File: src/rtl/uart_challenge_ctrl.sv
`default_nettype none
// ============================================================================
// Module   : uart_challenge_ctrl
// Brief    : Frames UART challenge bytes, launches the core, streams response.
// Revision : 1.0
// ============================================================================
module uart_challenge_ctrl #(
    parameter int         CHALLENGE_BITS = 32,
    parameter int         RESPONSE_BITS  = 16,
    parameter logic [7:0] HEADER_BYTE    = 8'hA5,
    parameter int         BYTE_TIMEOUT   = 20000,
    parameter int         CORE_TIMEOUT   = 65535
) (
    input  logic                      clk,
    input  logic                      reset,
    input  logic [7:0]                rx_data,
    input  logic                      rx_data_valid,
    output logic [CHALLENGE_BITS-1:0] core_challenge,
    output logic                      core_start,
    input  logic                      core_done,
    input  logic [RESPONSE_BITS-1:0]  core_response,
    output logic [7:0]                tx_data,
    output logic                      tx_valid,
    input  logic                      tx_ready,
    output logic                      busy,
    output logic [7:0]                err_count
);
    localparam int c_CH_BYTES  = CHALLENGE_BITS / 8;
    localparam int c_RSP_BYTES = RESPONSE_BITS / 8;
    localparam int c_CNT_W     = $clog2(c_CH_BYTES + 1);
    localparam int c_LEFT_W    = $clog2(c_RSP_BYTES + 1);
    localparam logic [c_CNT_W-1:0]  c_LAST_BYTE = c_CNT_W'(c_CH_BYTES - 1);
    localparam logic [c_LEFT_W-1:0] c_RSP_LOAD  = c_LEFT_W'(c_RSP_BYTES);
    // A timeout fires on the TIMEOUT-th cycle spent waiting (timer starts at 0).
    localparam logic [16:0] c_BYTE_LIMIT = 17'(BYTE_TIMEOUT - 1);
    localparam logic [16:0] c_CORE_LIMIT = 17'(CORE_TIMEOUT - 1);

    typedef enum logic [2:0] {
        S_IDLE  = 3'd0,
        S_RECV  = 3'd1,
        S_ISSUE = 3'd2,
        S_WAIT  = 3'd3,
        S_SEND  = 3'd4
    } state_t;

    state_t                      r_state;
    state_t                      w_state_next;
    logic                        r_rx_valid_d;
    logic [16:0]                 r_timer;
    logic [c_CNT_W-1:0]          r_byte_cnt;
    logic [CHALLENGE_BITS-1:0]   r_chal;
    logic [CHALLENGE_BITS-1:0]   r_core_chal;
    logic [RESPONSE_BITS-1:0]    r_resp;
    logic [c_LEFT_W-1:0]         r_tx_left;
    logic [7:0]                  r_err;

    logic                        w_rx_edge;
    logic                        w_last_byte;
    logic                        w_byte_to;
    logic                        w_core_to;
    logic                        w_tx_fire;
    logic                        w_err_inc;
    logic [CHALLENGE_BITS-1:0]   w_chal_shift;

    assign w_rx_edge    = rx_data_valid && !r_rx_valid_d;
    assign w_last_byte  = (r_byte_cnt == c_LAST_BYTE);
    assign w_byte_to    = (r_timer == c_BYTE_LIMIT);
    assign w_core_to    = (r_timer == c_CORE_LIMIT);
    assign w_tx_fire    = (r_state == S_SEND) && tx_ready;
    assign w_chal_shift = (r_chal << 8) | CHALLENGE_BITS'(rx_data);

    assign core_challenge = r_core_chal;
    assign core_start     = (r_state == S_ISSUE);
    assign tx_valid       = (r_state == S_SEND);
    assign tx_data        = r_resp[RESPONSE_BITS-1 -: 8];
    assign busy           = (r_state != S_IDLE);
    assign err_count      = r_err;

    always_ff @(posedge clk) begin
        if (reset) begin
            r_state <= S_IDLE;
        end else begin
            r_state <= w_state_next;
        end
    end

    // A received byte takes priority over a coincident byte timeout, and
    // core_done over a coincident core timeout.
    always_comb begin
        w_state_next = r_state;
        w_err_inc    = 1'b0;
        case (r_state)
            S_IDLE: begin
                if (w_rx_edge && (rx_data == HEADER_BYTE)) begin
                    w_state_next = S_RECV;
                end
            end
            S_RECV: begin
                if (w_rx_edge) begin
                    if (w_last_byte) begin
                        w_state_next = S_ISSUE;
                    end
                end else if (w_byte_to) begin
                    w_state_next = S_IDLE;
                    w_err_inc    = 1'b1;
                end
            end
            S_ISSUE: begin
                w_state_next = S_WAIT;
            end
            S_WAIT: begin
                if (core_done) begin
                    w_state_next = S_SEND;
                end else if (w_core_to) begin
                    w_state_next = S_IDLE;
                    w_err_inc    = 1'b1;
                end
            end
            S_SEND: begin
                if (tx_ready && (r_tx_left == c_LEFT_W'(1))) begin
                    w_state_next = S_IDLE;
                end
            end
            default: begin
                w_state_next = S_IDLE;
            end
        endcase
    end

    always_ff @(posedge clk) begin
        if (reset) begin
            r_rx_valid_d <= 1'b0;
            r_timer      <= '0;
            r_byte_cnt   <= '0;
            r_chal       <= '0;
            r_core_chal  <= '0;
            r_resp       <= '0;
            r_tx_left    <= '0;
            r_err        <= '0;
        end else begin
            r_rx_valid_d <= rx_data_valid;

            if ((w_state_next != r_state) || ((r_state == S_RECV) && w_rx_edge)) begin
                r_timer <= '0;
            end else if ((r_state == S_RECV) || (r_state == S_WAIT)) begin
                r_timer <= r_timer + 17'd1;
            end

            if (r_state == S_IDLE) begin
                r_byte_cnt <= '0;
            end else if ((r_state == S_RECV) && w_rx_edge) begin
                r_byte_cnt <= r_byte_cnt + 1'b1;
                r_chal     <= w_chal_shift;
                // Only a complete challenge is ever presented to the core.
                if (w_last_byte) begin
                    r_core_chal <= w_chal_shift;
                end
            end

            if ((r_state == S_WAIT) && core_done) begin
                r_resp    <= core_response;
                r_tx_left <= c_RSP_LOAD;
            end else if (w_tx_fire) begin
                r_resp    <= r_resp << 8;
                r_tx_left <= r_tx_left - 1'b1;
            end

            if (w_err_inc && (r_err != 8'hFF)) begin
                r_err <= r_err + 8'd1;
            end
        end
    end
endmodule
`default_nettype wire

File: config.mk
export PLATFORM = sky130hd
export DESIGN_NAME = uart_challenge_ctrl
export DESIGN_NICKNAME = d
export VERILOG_FILES = /design/src/rtl/uart_challenge_ctrl.sv
export SDC_FILE = /design/constraint.sdc
export NUM_CORES = 1
export LEC_CHECK = 0
export ABC_AREA = 1
export CAP_MARGIN = 25
export CORE_MARGIN = 2
export CORE_UTILIZATION = 49
export CTS_BUF_LIST = sky130_fd_sc_hd__clkbuf_8
export DETAILED_ROUTE_END_ITERATION = 10
export HOLD_SLACK_MARGIN = 0.02
export PLACE_DENSITY = 0.78
export SYNTH_ARGS = -nofsm -noshare
export SYNTH_HDL_FRONTEND = slang
export SYNTH_SLANG_ARGS = --single-unit
File: constraint.sdc
create_clock -name clk -period 1.55 [get_ports clk]
set_input_delay 0.31 -clock clk [delete_from_list [all_inputs] [get_ports clk]]
set_output_delay 0.31 -clock clk [all_outputs]
set_load 0.03 [all_outputs]
## Yosys cells after proc, flatten, opt, wreduce, memory -nomap -nowiden

Cells that the tools add are included.

| operators by class | value |
|---|---|
| add/subtract/negate cells | 4 |
| equality and inequality tests | 11 |
| muxes and demuxes | 17 |
| bitwise gates (word level) | 2 |
| reductions and logical operators | 18 |

Operators with widths:

| kind | count |
|---|---|
| two-way mux 16 bit | 2 |
| OR 32 x 8 -> 32 bit | 1 |
| two-way mux 3 bit | 7 |
| adder 17 x 1 -> 17 bit (second input constant) | 1 |
| == test 17 x 15 -> 1 bit (second input constant) | 1 |
| == test 17 x 16 -> 1 bit (second input constant) | 1 |
| one-hot mux 3 bit (5 select lines) | 1 |
| == test 3 x 2 -> 1 bit (second input constant) | 3 |
| adder 8 x 1 -> 8 bit (second input constant) | 1 |
| == test 8 bit (second input constant) | 1 |
| != test 8 bit (second input constant) | 1 |
| logical AND 1 bit | 7 |
| OR reduction 2 bit | 3 |
| two-way mux 1 bit | 4 |
| two-way mux 2 bit | 2 |
| adder 3 x 1 -> 3 bit (second input constant) | 1 |
| == test 3 x 1 -> 1 bit (second input constant) | 1 |
| == test 3 bit (second input constant) | 1 |
| zero test 3 bit | 1 |
| != test 3 bit | 1 |
| AND reduction 3 bit | 1 |
| nonzero test 3 bit | 1 |
| == test 2 x 1 -> 1 bit (second input constant) | 1 |
| logical OR 1 bit | 2 |
| 6 further kinds | 6 |

| storage, ports and cells | value |
|---|---|
| flip-flop bits (word level) | 106 |
| input port bits | 29 |
| output and inout bits | 51 |
| word-level logic and storage cells | 62 |

## Longest topological paths before layout

Gate-level depths: netlist of the first run.

| depth | value |
|---|---|
| word-level depth | 8 |
| gate-level depth with buffers | 13 |
| mapped depth without buffers | 12 |

## Worst setup path before layout of the first run

No wires, ideal clock.

| path | value |
|---|---|
| path kind | reg-to-reg |
| start | register r_err[0] (netlist: err_count[0]) |
| end | register r_err[2] (netlist: err_count[2]) |
| library setup time | 70 ps |
| arrival | 1555 ps |
| data required time | 1480 ps |
| path slack | -75 ps |
| cell stages (with the launch flop) | 8 |
| buffers on the path | 0 |
| period minus slack after synthesis | 1625 ps |
| cells stage by stage | dfxtp_1 > ha_1 > nand4_1 > inv_1 > nand3_1 > nand2_1 > nand2_1 > a21oi_1 |

| between the ends | value |
|---|---|
| longest elaborated chain between the ends | 2 |
| elaborated cells on any way between the ends | 3 |
| classes of those cells | add/sub: 1; eq/ne: 1; reduce/logical: 1 |

Ends and longest elaborated chain:

| what | RTL line | source |
|---|---|---|
| start: declaration | 55 | `logic [7:0] r_err;` |
| start signal: assignment | 169 | `r_err <= r_err + 8'd1;` |
| branches (longest 2 deep; another with adder 8 x 1 -> 8 bit) | - |  |

Several ways; the timed one is not identified.
A chain may end at the register's enable or synchronous reset.

## Worst setup path after layout of the first run

| path | value |
|---|---|
| start | register r_timer[0] |
| end | register r_timer[1] |

| between the ends | value |
|---|---|
| longest elaborated chain between the ends | 7 |
| elaborated cells on any way between the ends | 11 |
| classes of those cells | add/sub: 1; eq/ne: 3; mux: 5; reduce/logical: 2 |

Ends and longest elaborated chain:

| what | RTL line | source |
|---|---|---|
| start: declaration | 49 | `logic [16:0] r_timer;` |
| start signal: assignment | 146 | `r_timer <= r_timer + 17'd1;` |
| == test 17 x 16 -> 1 bit / == test 17 x 15 -> 1 bit (equally long branches) | 68, 67 |  |
| two-way mux 3 bit (on tied branches) | 114, 103 |  |
| two-way mux 3 bit (on tied branches) | 112, 99 |  |
| one-hot mux 3 bit (5 select lines) | 92 | `case (r_state)` |
| != test 3 bit | 143 | `if ((w_state_next != r_state) \|\| ((r_state == S_RECV) && w_rx_edge)) begin` |
| logical OR 1 bit | 143 |  |
| OR reduction 2 bit (no line) | - |  |

Several ways; a longest one is shown, not always the timed one.

==> results of run 1 <==
[registers in the layout, summed over array words and instances (netlist names)]
signal          count
r_byte_cnt          3
r_state             3
r_timer            17
r_resp             16
r_chal             24
r_tx_left           2
err_count           8
core_challenge     32
r_rx_valid_d        1
[final cells by class]
cell class                 count  area share, %
multi-input combinational    402           33.7
sequential                   106           33.2
clock inverter                 7          0.973
clock buffer                   9           1.93
timing repair buffer         166           24.6
tap                          108           2.10
timing repair inverter         3          0.311
inverter                      50           3.17
[power breakdown]
part	internal, mW	leakage [nW]	switching (mW)	total, mW
Combinational	0.117	1.70	0.106	0.223
Sequential	2.72	0.858	0.00179	2.72
Clock	0.619	0.0966	1.05	1.67
[worst max path at each step]
stage | startpoint | end
finish | r_timer[0]$_SDFFE_PP0P_ | r_timer[1]$_SDFFE_PP0P_
floorplan | r_byte_cnt[0]$_SDFFE_PP0P_ | r_timer[13]$_SDFFE_PP0P_
detailed placement | rx_data_valid | r_timer[2]$_SDFFE_PP0P_
global route | r_timer[0]$_SDFFE_PP0P_ | err_count[5]$_SDFFE_PP0P_
CTS | r_timer[0]$_SDFFE_PP0P_ | r_timer[15]$_SDFFE_PP0P_
global placement | rx_data_valid | r_timer[0]$_SDFFE_PP0P_
[synth_stat cells (2+ instances only)]
library cell	count	area share, %
clkinv_1	2	0.17
o21ai_0	27	3.0
buf_1	3	0.25
nand4_1	8	1.1
a211oi_1	9	1.5
nand2_4	2	0.51
inv_1	45	3.8
nor2_1	68	5.7
clkbuf_1	13	1.1
nand3_1	21	2.4
inv_2	3	0.25
buf_4	8	1.4
buf_2	5	0.56
ha_1	6	1.7
xor2_1	16	3.2
a31oi_1	12	1.7
a21oi_1	58	6.5
or2_2	2	0.28
xnor2_1	4	0.79
nand2_1	148	13
nor2_2	10	1.4
dfxtp_1	106	48
nor3_1	7	0.79
[worst max-delay path, cell delays in order, from the launching register on]
cell and delay, ns:
dfxtp_2 0.36, inv_2 0.07, ha_4 0.12, inv_2 0.04, nor3_2 0.13, nand2_1 0.13, nor2_2 0.14, nor2_1 0.08
nor2_2 0.11, nand3_2 0.11, nand3_4 0.11, buf_12 0.15, nor2_1 0.05
[stage by stage]
stage | setup WS, ns | setup TNS [ns] | utilization, % | cell area (um^2) | cells
finish | -0.150 | -3.44 | 73.4 | 6430 | 851
global route | -0.278 | -7.67 | 73.4 | 6430 | 851
CTS | -0.110 | -1.71 | 69.5 | 6090 | 839
detailed placement | -0.572 | -37.43 | 66.1 | 5790 | 817
floorplan | 0.00303 | 0 | - | 4450 | 588
global placement | -0.488 | -33.38 | 66.1 | 5790 | 817
[cell families after synthesis]
family / count (synthesis) / share of synthesized area [%]
and+or+nand+nor: 270 / 26.0
buffers and inverters: 80 / 7.75
DFF: 106 / 47.8
adders and majority gates: 6 / 1.69
AOI/OAI and AO/OA: 106 / 12.8
xor gates and xnor gates: 20 / 3.95
[routing by layer]
layer,GRT usage (%),vias to the layer above,share of wire [%]
li1,-,2200,-
met1,28.5,2170,40
met2,39.4,183,51
met3,4.22,49,5.6
met4,8.32,0,3.5
met5,0,-,0
[what timing repair did]
| action | 4_1_cts | 5_1_grt |
|---|---|---|
| endpoints found under the setup margin | 113 | 95 |
| gates resized for setup | 84 | 82 |
| pin swaps | 11 | 11 |
| setup buffers | 5 | 8 |
| cloned | 2 | 4 |
==> impl_metrics.ini, run 1 <==
[final_layout]
nFillCells = 604
layout_common_cells = nand2_1, dfxtp_1, buf_4
drive_above_1_share_pct = 26.4
area_delta_synth_final_pct = 44.9
multi_input_area_um2 = 2170
antennaDiodeCount = 0
area.sequential_um2 = 2140
layout_commonest_cell = nand2_1
final_nets = 773

[place]
gp_congestion = 0.865
io_buffers = 79
hpwl_um = 7510

[clock_network]
cts_inserted_buffers = 9
clock_tree.buffer_depth = 2
cts_num_sinks = 106
cts_hold_buffers = 0
cts_root_buf = clkbuf_8
cts_tree = done
path_clk_slew_ns = 0.10
clk-insertion-delay-late_ns = 0.39
htreeDepth = 3

[timing]
skew_ns = 0.00943
hold_viol = 0
worst_pin_slew_ns = 0.624
fin_crit_sh_pct = 110
setup_slack_ns = -0.150
max_freq_mhz = 588
grt_setup_unrepaired = yes
worst_hold_slack_ns = 0.303
setup_viol = 40
slew_headroom_pct = 58.4
min_period_ns = 1.70
slew_violations = 0

[setup_path]
start_kind = register
timing.rr.end = r_timer[1]$_SDFFE_PP0P_
cp.arrival_ns = 1.98
path_max_fanout = 7
crit_path_end_kind = register
cp.required_ns = 1.83
crit_type = register to register
regToRegSetupSlack_ns = -0.15
r2r_cells = 12
r2r_start = r_timer[0]$_SDFFE_PP0P_

[global_routing]
track_usage_pct = 22.8
antenna_found_initial = 0
grt_pass1_vias = 4228
grt_pass1_wl_um = 18700
grt_max_degree = 58
gr-total-overflow = 0

[yosys]
syn_nets = 623
synth-edff-count = 0
ys_ff_latch = 106
async_reset_ff_share_pct = 0
synthCells = 588
synth.avg_cell_area_um2 = 7.55
ys.warnings.count = 0
ys_seq_area_share_pct = 47.8
syn-cell-area_um2 = 4440
synth-main-ff-cell = dfxtp_1
synth_cell_types = 28

[floorplanning]
core_um2 = 8760
chipHeight_um = 99.2
rows = 34
dieArea_um2 = 9840
die_w_um = 99.2
initial_core_util_pct = 50.7
io_pins = 80

[routing]
dr.pass1.iters = 5
final_antenna_net_count = 0
wl_per_cell_um = 15.4
post-route-drc-count = 0
num_vias = 4602
drtIter0Drc = 290
drt_wl_total_um = 13100
avgViaCountPerCell = 5.41

[power_and_ir_drop]
fin_total_pwr_mw = 4.61
vdd_ir_drop_max_mv = 0.530
power_density_nw_per_um2 = 717
p_leak_nw = 2.66

[outcome]
outcome = complete, but fails checks
violations = negative setup slack

[hold_path]
min_to = r_rx_valid_d$_SDFF_PP0_
holdCritPathClass = input port to register
worstHoldPathCells = 4
worstHoldStart = rx_data_valid

[flow_run]
drv_cap = 0
No activity file was read; power rests on OpenSTA's default activity.
==> run 2: changes to the inputs <==
Settings changed: CAP_MARGIN 25 to not set.
==> results of run 2 <==
Same layout as run 1: the final DEF is identical, and so are final timing and power.
==> run 3: changes to the inputs <==
Settings changed: CTS_CLUSTER_DIAMETER set to 80.
==> results of run 3 <==
Same layout as run 1: the final DEF is identical, and so are final timing and power.
